<file path="src/rtl/pipe_ctrl.sv">
// Pipeline controller: per-stage stall/flush generation, exception/interrupt/ERET
// redirect, and the control-register file (STATUS, PRE_STATUS, EPC, EXP_VECTOR, EXP_CODE).
module pipe_ctrl #(
  parameter int unsigned ADD_WIDTH   = 30,
  parameter int unsigned DAT_WIDTH   = 32,
  parameter int unsigned REG_ADD_BUS = 5,
  parameter int unsigned CTRL_OP_BUS = 2,
  parameter int unsigned ISA_EXP_BUS = 3
) (
  input  logic                   clk_i,
  input  logic                   rst_n_i,
  input  logic                   if_busy_i,
  input  logic                   mem_busy_i,
  input  logic                   ld_hazard_i,
  input  logic                   mem_en_i,
  input  logic [ADD_WIDTH-1:0]   mem_pc_i,
  input  logic [ISA_EXP_BUS-1:0] mem_exp_code_i,
  input  logic [CTRL_OP_BUS-1:0] mem_ctrl_op_i,
  input  logic                   irq_i,
  input  logic                   creg_we_i,
  input  logic [REG_ADD_BUS-1:0] creg_wr_addr_i,
  input  logic [DAT_WIDTH-1:0]   creg_wr_data_i,
  input  logic [REG_ADD_BUS-1:0] creg_rd_addr_i,
  output logic [DAT_WIDTH-1:0]   creg_rd_data_o,
  output logic                   if_stall_o,
  output logic                   id_stall_o,
  output logic                   ex_stall_o,
  output logic                   mem_stall_o,
  output logic                   if_flush_o,
  output logic                   id_flush_o,
  output logic                   ex_flush_o,
  output logic                   mem_flush_o,
  output logic [ADD_WIDTH-1:0]   new_pc_o,
  output logic                   exe_mode_o,
  output logic                   int_en_o
);

  localparam logic [0:0] RUN  = 1'b0;
  localparam logic [0:0] PEND = 1'b1;

  localparam logic [CTRL_OP_BUS-1:0] OP_ERET    = CTRL_OP_BUS'(2);
  localparam logic [ISA_EXP_BUS-1:0] CODE_INTR  = ISA_EXP_BUS'(1);
  localparam logic [REG_ADD_BUS-1:0] A_STATUS   = REG_ADD_BUS'(0);
  localparam logic [REG_ADD_BUS-1:0] A_PRE_STAT = REG_ADD_BUS'(1);
  localparam logic [REG_ADD_BUS-1:0] A_EPC      = REG_ADD_BUS'(2);
  localparam logic [REG_ADD_BUS-1:0] A_EXP_VEC  = REG_ADD_BUS'(3);
  localparam logic [REG_ADD_BUS-1:0] A_EXP_CODE = REG_ADD_BUS'(4);

  logic                   r_irq_meta;
  logic                   r_irq_s;
  logic [0:0]             r_state;
  logic [0:0]             w_state_nxt;
  logic [1:0]             r_status;
  logic [1:0]             r_pre_status;
  logic [ADD_WIDTH-1:0]   r_epc;
  logic [ADD_WIDTH-1:0]   r_exp_vec;
  logic [ISA_EXP_BUS-1:0] r_exp_code;
  logic                   r_lat_eret;
  logic [ISA_EXP_BUS-1:0] r_lat_code;
  logic [ADD_WIDTH-1:0]   r_lat_pc;

  logic                   w_exc;
  logic                   w_eret;
  logic                   w_intr;
  logic                   w_evt;
  logic [ISA_EXP_BUS-1:0] w_cur_code;
  logic                   w_latch;
  logic                   w_redir;
  logic                   w_rd_eret;
  logic [ISA_EXP_BUS-1:0] w_rd_code;
  logic [ADD_WIDTH-1:0]   w_rd_pc;

  // Event decode for the instruction currently in MEM
  assign w_exc      = mem_en_i & (mem_exp_code_i != '0);
  assign w_eret     = mem_en_i & (mem_ctrl_op_i == OP_ERET) & ~w_exc;
  assign w_intr     = r_irq_s & r_status[1] & mem_en_i & ~w_exc & ~w_eret;
  assign w_evt      = w_exc | w_eret | w_intr;
  assign w_cur_code = w_exc ? mem_exp_code_i : CODE_INTR;

  // Two-flop synchronizer for the asynchronous interrupt line
  always_ff @(posedge clk_i or negedge rst_n_i) begin
    if (!rst_n_i) begin
      r_irq_meta <= 1'b0;
      r_irq_s    <= 1'b0;
    end else begin
      r_irq_meta <= irq_i;
      r_irq_s    <= r_irq_meta;
    end
  end

  always_ff @(posedge clk_i or negedge rst_n_i) begin
    if (!rst_n_i) begin
      r_state    <= RUN;
      r_lat_eret <= 1'b0;
      r_lat_code <= '0;
      r_lat_pc   <= '0;
    end else begin
      r_state <= w_state_nxt;
      if (w_latch) begin
        r_lat_eret <= w_eret;
        r_lat_code <= w_cur_code;
        r_lat_pc   <= mem_pc_i;
      end
    end
  end

  // An event seen while MEM is busy is parked in PEND until the bus frees up
  always_comb begin
    w_state_nxt = r_state;
    w_latch     = 1'b0;
    w_redir     = 1'b0;
    w_rd_eret   = r_lat_eret;
    w_rd_code   = r_lat_code;
    w_rd_pc     = r_lat_pc;
    case (r_state)
      RUN: begin
        if (w_evt) begin
          if (mem_busy_i) begin
            w_latch     = 1'b1;
            w_state_nxt = PEND;
          end else begin
            w_redir   = 1'b1;
            w_rd_eret = w_eret;
            w_rd_code = w_cur_code;
            w_rd_pc   = mem_pc_i;
          end
        end
      end
      PEND: begin
        if (!mem_busy_i) begin
          w_redir     = 1'b1;
          w_state_nxt = RUN;
        end
      end
      default: w_state_nxt = RUN;
    endcase
  end

  always_comb begin
    if_stall_o  = 1'b0;
    id_stall_o  = 1'b0;
    ex_stall_o  = 1'b0;
    mem_stall_o = 1'b0;
    if_flush_o  = 1'b0;
    id_flush_o  = 1'b0;
    ex_flush_o  = 1'b0;
    mem_flush_o = 1'b0;
    new_pc_o    = '0;
    if (w_redir) begin
      if_flush_o  = 1'b1;
      id_flush_o  = 1'b1;
      ex_flush_o  = 1'b1;
      mem_flush_o = 1'b1;
      new_pc_o    = w_rd_eret ? r_epc : r_exp_vec;
    end else if (if_busy_i | mem_busy_i) begin
      if_stall_o  = 1'b1;
      id_stall_o  = 1'b1;
      ex_stall_o  = 1'b1;
      mem_stall_o = 1'b1;
    end else if (ld_hazard_i) begin
      if_stall_o = 1'b1;
      id_stall_o = 1'b1;
      id_flush_o = 1'b1;
    end
  end

  // Control registers; redirect updates are written last so they win over a same-cycle write
  always_ff @(posedge clk_i or negedge rst_n_i) begin
    if (!rst_n_i) begin
      r_status     <= '0;
      r_pre_status <= '0;
      r_epc        <= '0;
      r_exp_vec    <= '0;
      r_exp_code   <= '0;
    end else begin
      if (creg_we_i) begin
        case (creg_wr_addr_i)
          A_STATUS:   r_status     <= creg_wr_data_i[1:0];
          A_PRE_STAT: r_pre_status <= creg_wr_data_i[1:0];
          A_EPC:      r_epc        <= creg_wr_data_i[ADD_WIDTH+1:2];
          A_EXP_VEC:  r_exp_vec    <= creg_wr_data_i[ADD_WIDTH+1:2];
          A_EXP_CODE: r_exp_code   <= creg_wr_data_i[ISA_EXP_BUS-1:0];
          default: ;
        endcase
      end
      if (w_redir) begin
        if (w_rd_eret) begin
          r_status <= r_pre_status;
        end else begin
          r_pre_status <= r_status;
          r_status     <= 2'b00;
          r_epc        <= w_rd_pc;
          r_exp_code   <= w_rd_code;
        end
      end
    end
  end

  always_comb begin
    creg_rd_data_o = '0;
    case (creg_rd_addr_i)
      A_STATUS:   creg_rd_data_o = DAT_WIDTH'(r_status);
      A_PRE_STAT: creg_rd_data_o = DAT_WIDTH'(r_pre_status);
      A_EPC:      creg_rd_data_o = DAT_WIDTH'({r_epc, 2'b00});
      A_EXP_VEC:  creg_rd_data_o = DAT_WIDTH'({r_exp_vec, 2'b00});
      A_EXP_CODE: creg_rd_data_o = DAT_WIDTH'(r_exp_code);
      default:    creg_rd_data_o = '0;
    endcase
  end

  assign exe_mode_o = r_status[0];
  assign int_en_o   = r_status[1];

endmodule
</file>
<file path="config.mk">
export PLATFORM = sky130hd
export DESIGN_NAME = pipe_ctrl
export DESIGN_NICKNAME = d
export VERILOG_FILES = /design/src/rtl/pipe_ctrl.sv
export SDC_FILE = /design/constraint.sdc
export NUM_CORES = 1
export LEC_CHECK = 0
export CAP_MARGIN = 25
export CORE_ASPECT_RATIO = 0.5
export CORE_UTILIZATION = 30
export CTS_CLUSTER_SIZE = 8
export DETAILED_ROUTE_END_ITERATION = 7
export PLACE_DENSITY_LB_ADDON = 0.3
export SYNTH_ARGS = -nofsm -noshare
export SYNTH_HDL_FRONTEND = slang
export SYNTH_SLANG_ARGS = --single-unit
export TNS_END_PERCENT = 10
</file>
<file path="constraint.sdc">
create_clock -name clk_i -period 1.7 [get_ports clk_i]
set_input_delay 0.255 -clock clk_i [delete_from_list [all_inputs] [get_ports clk_i]]
set_output_delay 0.255 -clock clk_i [all_outputs]
set_load 0.05 [all_outputs]
</file>
==> results of run 1 <==
cell families after synthesis:
family / Yosys count
and+or+nand+nor: 101
DFF: 104
AOI/OAI and AO/OA: 81
muxes: 164
buffers and inverters: 48
cell type report:
cell class                 instances  area (µm²)  share of cell area (%)
multi-input combinational        346        3340                    34.5
timing repair buffer             229        3110                    32.2
sequential                       104        2600                    26.9
tap                              259         324                    3.35
clock buffer                      10         239                    2.47
clock inverter                     5        40.0                   0.414
inverter                           4        15.0                   0.155
through the flow:
step	hold slack (ps)	utilization, %	cells	setup slack (ps)	instance area, µm²
final	339	52.2	957	-699	9670
after global routing	353	52.2	957	-756	9670
after CTS	341	51.3	951	-695	9510
after detailed placement	157	48.8	929	-735	9040
after global placement	155	48.8	929	-728	9040
after floorplan	-40.6	-	498	-242	6150
sequential cells by signal (all words and copies together), names as in the netlist:
signal	cells
r_epc	30
r_exp_vec	30
r_lat_pc	30
r_exp_code	3
r_lat_code	3
r_pre_status	2
r_status	2
r_irq_meta	1
r_irq_s	1
r_lat_eret	1
r_state	1
power groups by stage:
stage	logic [µW]	registers, µW	clock network [µW]
2_1_floorplan	1570	3440	0
3_3_place_gp	2490	3540	0
3_5_place_dp	2550	3570	0
4_1_cts	2610	3530	2040
5_1_grt	2840	3620	2140
6_report	2650	3550	1990
cell usage in the layout, fill, tap and decap left out, types with 11 or more instances in the layout:
master / n
buf_6: 17
clkbuf_16: 11
mux2_1: 28
buf_4: 41
nand2_1: 36
o21ai_4: 30
a22o_1: 29
mux2i_1: 100
clkdlybuf4s50_1: 76
mux2_2: 33
nand4_1: 31
dfrtp_1: 103
buf_12: 81
timing repair:
action	in CTS	in global routing
buffers inserted	4	4
hold buffers	1	0
gates resized for setup	24	17
cloned	2	3
setup endpoints to repair	170	152
pin swaps	11	16
hold endpoints to repair	14	0
worst max-delay path, stage by stage (launching register included):
cell and delay (ps):
dfrtp_1 390, or3b_4 430, o21ai_4 210, and2_4 250, buf_12 140, buf_12 150
o21ai_4 70, buf_12 150
worst paths after layout:
| kind | end | slack [ps] |
|---|---|---|
| hold reg to reg | r_irq_s | 350 |
| setup / recovery | new_pc_o[18] | -700 |
| hold / removal | r_exp_vec[3] | 340 |
| min in group clk_i | r_irq_s | 350 |
| setup reg to reg | r_epc[28] | -270 |
| max in group asynchronous | r_status[1] | 760 |
routing by layer:
metal	vias up	share of wire (%)	track usage, %
met1	2464	47	24.5
met4	0	0.65	4.11
met3	12	3.9	2.98
met2	120	49	30.9
li1	2254	-	-
met5	-	0	0
==> metrics.md, run 1 <==
| Metric | Value |
|---|---|
| Yosys top cell by area | `dfrtp_1` |
| Vias per std cell | `5.07` |
| Unique cell type count in the Yosys netlist | `43` |
| CP Launch Type | `flip-flop` |
| Worst Hold Class | `input port to asynchronous set/reset pin` |
| Register area share after synthesis | `45.5%` |
| Reg2Reg Depth | `7` |
| Top cell type's share of synthesized area | `roughly 46%` |
| CP Capture Type | `primary output` |
| First-pass GRT wire length | `28.0 mm` |
| Final Hold Viols | `0` |
| Clock share of power | `24.3%` |
| Vias | `roughly 4,900` |
| VDD IR max | `~0.49 mV` |
| Final GP Congestion | `0.832` |
| Setup CP Type | `flip-flop to primary output` |
| Syn Area/Cell | `11.5 µm²` |
| Area grow syn2layout | `69.1%` |
| Die area | `19,600 µm²` |
| Fin crit share | `141%` |
| Num rows | `35` |
| Setup TNS Final | `-40,160 ps` |
| Number of diodes | `0` |
| Final Max Slew Viols | `0` |
| DRT Pass-1 Iters | `4` |
| Mux cell area share after synthesis | `30.1%` |
| Asr flop ratio synth | `100%` |
| Total CTS buffers | `9` |
| GR Overflow Total | `0` |
| Final worst path period need | `2400 ps` |
| RSZ-0062 raised after global routing | `true` |
| Final setup fails | `104` |
| Post-DP HPWL | `roughly 13 mm` |
| Max Buffers Root-to-Sink | `2` |
| Sw Pwr | `2680 µW` |
| Compound-gate portion of the synthesized area | `about 10%` |
| Number of flops mapped to enable cells by yosys | `0` |
| Post-synthesis cell count | `between 400 and 500` |
| Failing checks | `negative setup slack` |
| Initial antenna violation count | `0` |
| Main combinational cell family by area after synthesis | `multiplexers` |
| Cell Pwr Density | `846 nW/µm²` |
| CP arrival | `2140 ps` |
| Cell Area, Synth | `5720 µm²` |
| Sw frac | `32.8%` |
| Synth Warn # | `0` |
| CP required | `1440 ps` |
| CTS tree | `yes` |
| Worst-Skew Late Latency | `340 ps` |
| Initial Util | `30.9%` |
| H-tree depth | `3` |
| P_int | `roughly 5500 µW` |
| Run status | `finished with violations` |
| Post-Synth XOR/XNOR Area | `0%` |
| Ys flop type | `dfrtp_1` |
| Largest net degree at the start of global routing | `43` |
| Clock-pin slew on the worst setup and hold paths | `70 ps` |
| Worst-Margin Slew | `389 ps` |
| GR Util All Layers | `18.2%` |
| Post-route setup slack | `-699 ps` |
| # Max-Cap Violations | `0` |
| Count leader, synth | `dfrtp_1` |
| Static Leak | `0.00428 µW` |
| Area of the core | `~19,000 µm²` |
| Slew HR | `73.7%` |
| Final ANT Viol Nets | `0` |
| Port Buffers | `roughly 160` |
| Vias in the first global route | `around 5,100` |
| Flops & latches, synth | `104` |
| Simple-gate portion of the synthesized area | `9.72%` |
| Nets | `slightly below 800` |
| DRC | `0` |
| List of most frequent post-synthesis cells | `dfrtp_1, mux2i_1, nand2_1, o21ai_1, mux2_2` |
| Synth top area cells | `dfrtp_1, mux2i_1, mux2_2` |
| # fillers | `1,548` |
| Reg2reg start | `r_state` |
| Max FO, Critical Path | `8` |
| CP Launch Point | `r_state` |
| Final Skew | `9.01 ps` |
| WL/cell | `19.2 µm` |
| Net Count, Synth | `583` |
| I/O pin total | `~160` |
| Total power | `~8200 µW` |
| Sequential Power Share | `43.4%` |
| CTS root buf | `clkbuf_16` |
| Comb pwr share | `32.3%` |
| Sink Count | `104` |
| Fraction of the mapped netlist area in adder cells | `0%` |
| Fmax | `0.417 GHz` |
| Drt total wl | `approximately 18 mm` |
| Share of cells above drive strength 1 | `36.0%` |
| Die Y | `between 90 and 100 µm` |
| Number of DRC markers in iteration 0 | `223` |
| Die width | `197 µm` |
Power figures use the tool's default switching activity.
==> run 2, diff against run 1 <==
ABC_AREA = 1   (was unset)
==> run 2 against run 1 <==
  * The run still ends with negative setup slack left
  * Routed wire length increased by 17%
  * Synthesized cell count is 84% higher
  * Via count rose by 34%
  * Clock power up 9.5%
  * Combinational power increased by 57%
  * Power increased by 20%
  * First-iteration DRC count up 97%
  * Setup slack better by 200 ps
  * Critical path depth increased by 2
  * Largest power group is now combinational cells
  * Highest routed layer unchanged
==> metrics.md, run 2 <==
| Metric | Value |
|---|---|
| Post-Synth XOR/XNOR Area | `0% (unchanged)` |
| Number of flops mapped to enable cells by yosys | `0 (unchanged)` |
| Post-DP HPWL | `15.8 mm (+21%)` |
| Final Skew | `17.3 ps (+8.27 ps)` |
| Largest net degree at the start of global routing | `47 (+9.3%)` |
| Leading cell type in the layout, fill and taps excluded | `nand2_1` |
| Die Y | `103 µm (+3.8%)` |
| Design Area, Final | `10,500 µm² (+8.5%)` |
| Final Max Slew Viols | `0 (unchanged)` |
| Post-route setup slack | `-497 ps (+203 ps)` |
| Worst-Skew Late Latency | `360 ps (+20 ps)` |
| Max FO, Critical Path | `8 (unchanged)` |
| CP required | `1440 ps (about the same)` |
| Vias in the first global route | `5,971 (+17%)` |
| Cell Area, Synth | `6170 µm² (+7.9%)` |
| Max Buffers Root-to-Sink | `2 (unchanged)` |
| Top flop regs | `r_epc: 30 flops, r_exp_vec: 30 flops, r_lat_pc: 30 flops` |
| List of most frequent post-synthesis cells | `nand2_1, inv_1, nand3_1, dfrtp_1, o21ai_0` |
| Final Hold Viols | `0 (unchanged)` |
| GR Util All Layers | `20.0% (+1.7 points)` |
| Crit path largest cell delay | `610 ps (+180 ps)` |
| Flops & latches, synth | `104 (unchanged)` |
| Total CTS buffers | `9 (unchanged)` |
| # Max-Cap Violations | `0 (unchanged)` |
| Failing checks | `negative setup slack` |
| Number of diodes | `0 (unchanged)` |
| Buffers & Inverters on Critical Path | `5 (+2)` |
| Count leader, synth | `nand2_1` |
| CTS tree | `yes` |
| Static Leak | `0.00491 µW (+15%)` |
| RSZ-0062 raised after global routing | `true` |
| Critical path's top delay family | `buffers and inverters` |
| Initial Util | `31.2% (+0.32 points)` |
| Run status | `finished with violations` |
| # fillers | `1,858 (+20%)` |
| First-pass GRT wire length | `32.5 mm (+16%)` |
| Final GP Congestion | `0.889 (+6.9%)` |
| Area grow syn2layout | `70.2%` |
| Setup CP Type | `input port to primary output` |
| Share of cells above drive strength 1 | `28.3% (-7.6 points)` |
| Die area | `21,200 µm² (+7.7%)` |
| Worst-Margin Slew | `354 ps (-34.7 ps)` |
| CP arrival | `1940 ps (-200 ps)` |
| CP Capture Type | `primary output` |
| Syn Area/Cell | `6.72 µm² (-41%)` |
| Sink Count | `104 (unchanged)` |
| Fin crit share | `129% (-12 points)` |
| CTS root buf | `clkbuf_16` |
| Ys flop type | `dfrtp_1` |
| Post-synthesis cell count | `918 (+84%)` |
| Number of DRC markers in iteration 0 | `439 (+97%)` |
| Vias per std cell | `4.72 (-6.8%)` |
| Mux cell area share after synthesis | `0% (-30 points)` |
| Setup TNS Final | `-32,440 ps (+7720 ps)` |
| Cell Pwr Density | `932 nW/µm² (+10%)` |
| VDD IR max | `0.523 mV (+7.3%)` |
| Fmax | `0.455 GHz (+9.2%)` |
| DRT Pass-1 Iters | `5 (+1)` |
| Compound-gate portion of the synthesized area | `11.5% (+1.3 points)` |
| Net Count, Synth | `1,003 (+72%)` |
| Register area share after synthesis | `42.2% (-3.3 points)` |
| CP Launch Type | `input port` |
| Port Buffers | `156 (unchanged)` |
| Final worst path period need | `2200 ps (-203 ps)` |
| I/O pin total | `157 (unchanged)` |
| Worst Hold Class | `input port to asynchronous set/reset pin` |
| Drt total wl | `21.6 mm (+17%)` |
| Initial antenna violation count | `0 (unchanged)` |
| Top cell type's share of synthesized area | `42.2% (-3.3 points)` |
| Yosys top cell by area | `dfrtp_1` |
| Die width | `205 µm (+3.8%)` |
| Slew HR | `76.4% (+2.7 points)` |
| Crit path cell chain | `clkdlybuf4s50_1, inv_1, nand4_1, buf_6, nand2_8, clkbuf_16, nor2_2, nor2_4, buf_12` |
| Final setup fails | `138 (+33%)` |
| Total power | `9790 µW (+20%)` |
| Num rows | `36 (+2.9%)` |
| CP max-delay cell | `clkdlybuf4s50_1` |
| Unique cell type count in the Yosys netlist | `25 (-42%)` |
| GR Overflow Total | `0 (unchanged)` |
| Placed inst area | `9560 µm² (+5.8%)` |
| Nets | `1,188 (+53%)` |
| Clock-pin slew on the worst setup and hold paths | `90 ps (+20 ps)` |
| Fraction of the mapped netlist area in adder cells | `0% (unchanged)` |
| Final ANT Viol Nets | `0 (unchanged)` |
| Most frequent cells in the layout | `nand2_1, inv_1, dfrtp_1, nand3_1, o21ai_0` |
| Area of the core | `19,800 µm² (+6.7%)` |
| Main combinational cell family by area after synthesis | `simple AND/OR/NAND/NOR gates` |
| Synth top area cells | `dfrtp_1, nand2_1, nand3_1` |
| Simple-gate portion of the synthesized area | `33.1% (+23 points)` |
| Vias | `6,487 (+34%)` |
| Asr flop ratio synth | `100% (unchanged)` |
| H-tree depth | `3 (unchanged)` |
| WL/cell | `15.7 µm (-18%)` |
| DRC | `0 (unchanged)` |
| Synth Warn # | `0 (unchanged)` |
run 2: cell count changes in the layout (fill, tap and decap cells not counted), moves of 27 or more:
cell	previous run	this run
nand2_1	36	252
inv_1	4	136
o21ai_0	0	101
mux2i_1	100	0
nand3_1	3	101
nor2_4	2	41
mux2_2	33	0
o21ai_4	30	0
a22o_1	29	0
mux2_1	28	0
o22ai_2	1	28
run 2: repair_timing:
item	CTS	global route
hold endpoints to repair	23	0
setup buffers	1	10
pin swaps	1	27
gates resized for setup	23	78
hold buffers	1	0
gates cloned	0	8
setup endpoints to repair	142	142
run 2: path summary, 6_finish.rpt:
path	cells past startpoint	endpoint	slack, ps	start
min	2	r_lat_pc[25]	330	rst_n_i
min reg2reg	0	r_irq_s	360	r_irq_meta
max reg2reg	13	r_epc[1]	-230	r_status[1]
max in group asynchronous	3	r_epc[17]	770	rst_n_i
min in group clk_i	1	r_irq_meta	330	irq_i
max	9	new_pc_o[9]	-500	mem_busy_i
run 2: worst reg2reg max path: cells and delay by family, from the launching register on:
| family | cells | cell delay, ps |
|---|---|---|
| and+or+nand+nor | 8 | 660 |
| DFF | 1 | 420 |
| buffers and inverters | 5 | 750 |
run 2: metrics by stage:
stage,cells,util [%],worst slack (ps),hold slack [ps]
after global routing,1374,53.1,-582,336
after CTS,1356,50.4,-513,332
after floorplan,918,-,-355,-40.6
final,1374,53.1,-497,332
after detailed placement,1338,48.4,-628,195
after global placement,1338,48.4,-591,189
run 2: cell families after synthesis:
family,Yosys count
AOI/OAI and AO/OA,133
DFF,104
and+or+nand+nor,483
buffers and inverters,198
run 2: power breakdown:
part | internal [µW] | switching, µW
clock network | 1070 | 1110
registers | 3060 | 394
logic | 1760 | 2400
run 2: per-layer routing:
metal | global-route usage (%) | wire length [µm] | vias to the layer above
li1 | - | - | 3243
met1 | 29.2 | 10600 | 3059
met2 | 31.0 | 9660 | 166
met3 | 3.41 | 1030 | 19
met4 | 4.13 | 233 | 0
met5 | 0 | 0 | -
run 2: cell type report:
cell class	count	area (µm²)	area share, %
flip-flops and latches	104	2600	24.8
multi-input cells	617	3510	33.4
clock buffers	9	225	2.15
clock inverters	7	88.8	0.846
well taps	266	333	3.17
repair buffers	233	3220	30.7
inverters	138	518	4.94
==> run 3, diff against run 2 <==
SKIP_CTS_REPAIR_TIMING = 1   (was unset)
==> run 3 against run 2 <==
  * The run still ends with negative setup slack left
  * Non-clock buffer count shrank 7
  * Fmax up 0.32%
  * Routed wire length is 1.4% lower
  * Critical path depth grew 2
  * Design area shrank 2.6%
  * Power is 2.1% lower
  * Combinational power decreased by 4%
  * Global-route usage about the same
  * Via count decreased by 1.2%
  * Hold slack got worse by 96 ps
  * Die area did not move
==> metrics.md, run 3 (synthesized netlist as in run 2, its figures left out) <==
| Metric | Value |
|---|---|
| Failing checks | `negative setup slack` |
| CP Launch Type | `flip-flop` |
| Top flop regs | `r_epc: 30 flops, r_exp_vec: 30 flops, r_lat_pc: 30 flops` |
| Buffers & Inverters on Critical Path | `3 (-2)` |
| Max FO, Critical Path | `10 (+2)` |
| H-tree depth | `3 (unchanged)` |
| Critical path's top delay family | `simple AND/OR/NAND/NOR gates` |
| Final Skew | `18.1 ps (+0.797 ps)` |
| Post-route setup slack | `-490 ps (+6.93 ps)` |
| Worst-Skew Late Latency | `360 ps (about the same)` |
| Initial antenna violation count | `0 (unchanged)` |
| # fillers | `1,889 (+1.7%)` |
| Vias in the first global route | `5,917 (-0.90%)` |
| Final ANT Viol Nets | `0 (unchanged)` |
| Num rows | `36 (unchanged)` |
| # Max-Cap Violations | `0 (unchanged)` |
| Leading cell type in the layout, fill and taps excluded | `nand2_1` |
| Final worst path period need | `2190 ps (-6.93 ps)` |
| Worst hold margin | `236 ps (-95.7 ps)` |
| Die Y | `103 µm (unchanged)` |
| Worst Hold Class | `input port to flip-flop` |
| Setup TNS Final | `-31,030 ps (+1400 ps)` |
| Largest net degree at the start of global routing | `47 (unchanged)` |
| CP required | `1440 ps (about the same)` |
| Clock-pin slew on the worst setup and hold paths | `90 ps (about the same)` |
| Nets | `1,181 (-0.59%)` |
| Slew HR | `76.4% (about the same)` |
| Die width | `205 µm (unchanged)` |
| CTS root buf | `clkbuf_16` |
| Worst-Margin Slew | `353 ps (-0.413 ps)` |
| Setup CP Type | `flip-flop to primary output` |
| Run status | `finished with violations` |
| Total CTS buffers | `9 (unchanged)` |
| CTS tree | `yes` |
| Area grow syn2layout | `65.8%` |
| Post-DP HPWL | `15.8 mm (unchanged)` |
| Number of diodes | `0 (unchanged)` |
| Fin crit share | `129% (-0.41 points)` |
| Area of the core | `19,800 µm² (unchanged)` |
| GR Util All Layers | `19.9% (-0.035 points)` |
| Share of cells above drive strength 1 | `24.2% (-4.2 points)` |
| GR Overflow Total | `0 (unchanged)` |
| Final Max Slew Viols | `0 (unchanged)` |
| RSZ-0062 raised after global routing | `true` |
| Static Leak | `0.00485 µW (-1.4%)` |
| Crit path largest cell delay | `370 ps (-240 ps)` |
| Most frequent cells in the layout | `nand2_1, inv_1, dfrtp_1, nand3_1, o21ai_0` |
| Final GP Congestion | `0.889 (unchanged)` |
| Crit path cell chain | `nand2_1, nor2_1, nor2_2, nand2_4, nand2_8, buf_12, nand2_8, clkbuf_16, nand2_1, nor2_4, buf_12` |
| I/O pin total | `157 (unchanged)` |
| Port Buffers | `156 (unchanged)` |
| Final Hold Viols | `0 (unchanged)` |
| Cell Pwr Density | `937 nW/µm² (+0.53%)` |
| DRT Pass-1 Iters | `6 (+1)` |
| DRC | `0 (unchanged)` |
| Number of DRC markers in iteration 0 | `427 (-2.7%)` |
| Vias per std cell | `4.69 (-0.65%)` |
| Initial Util | `31.2% (unchanged)` |
| Die area | `21,200 µm² (unchanged)` |
| Vias | `6,412 (-1.2%)` |
| CP max-delay cell | `dfrtp_2` |
| VDD IR max | `0.520 mV (-0.47%)` |
| CP Capture Type | `primary output` |
| Sink Count | `104 (unchanged)` |
| Fmax | `0.457 GHz (+0.32%)` |
| Final setup fails | `139 (+0.72%)` |
| Max Buffers Root-to-Sink | `2 (unchanged)` |
| CP arrival | `1930 ps (about the same)` |
| WL/cell | `15.6 µm (-0.87%)` |
| First-pass GRT wire length | `32.4 mm (-0.23%)` |
| Drt total wl | `21.3 mm (-1.4%)` |
## run 3: power by group
group	switching [µW]	internal, µW
Sequential	367	3060
Clock	1110	1070
Combinational	2320	1660
## run 3: worst paths after layout
kind | slack, ps | end | cells past startpoint | startpoint
setup / recovery | -490 | new_pc_o[14] | 11 | r_status[1]
hold reg to reg | 360 | r_irq_s | 0 | r_irq_meta
min in group asynchronous | 330 | r_lat_pc[25] | 2 | rst_n_i
hold / removal | 240 | r_lat_code[2] | 3 | mem_exp_code_i[2]
setup reg to reg | -120 | r_epc[1] | 11 | r_status[1]
max in group asynchronous | 770 | r_epc[19] | 3 | rst_n_i
## run 3: layer usage
metal / vias up / wire length (µm) / GRT usage [%]
met1: 2989 / 10500 / 29.4
met5: - / 0 / 0
li1: 3227 / - / -
met4: 0 / 250 / 4.13
met2: 174 / 9440 / 30.8
met3: 22 / 1090 / 3.13
## run 3: tightest hold or removal path: cells and delay by family
family | cells | cell delay (ps)
buf+inv | 1 | 130
simple gates | 1 | 90
compound gates | 1 | 90
## run 3: final cells by class
cell class                 count  area [µm²]  area share [%]
clock inverter                 7        88.8           0.869
inverter                     138         518            5.07
tap                          266         333            3.26
multi-input combinational    617        3330            32.6
timing repair buffer         226        3130            30.6
clock buffer                   9         225            2.20
sequential                   104        2600            25.5
## run 3: stage by stage
| step | setup slack, ps | power (µW) | std cells | utilization [%] | area (µm²) |
|---|---|---|---|---|---|
| 3_3_place_gp | -591 | 7140 | 1338 | 48.4 | 9560 |
| 6_report | -490 | 9580 | 1367 | 51.7 | 10200 |
| 5_1_grt | -575 | 10200 | 1367 | 51.7 | 10200 |
| 2_1_floorplan | -355 | 5700 | 918 | - | 6650 |
| 3_5_place_dp | -628 | 7230 | 1338 | 48.4 | 9560 |
| 4_1_cts | -628 | 9440 | 1354 | 49.9 | 9880 |
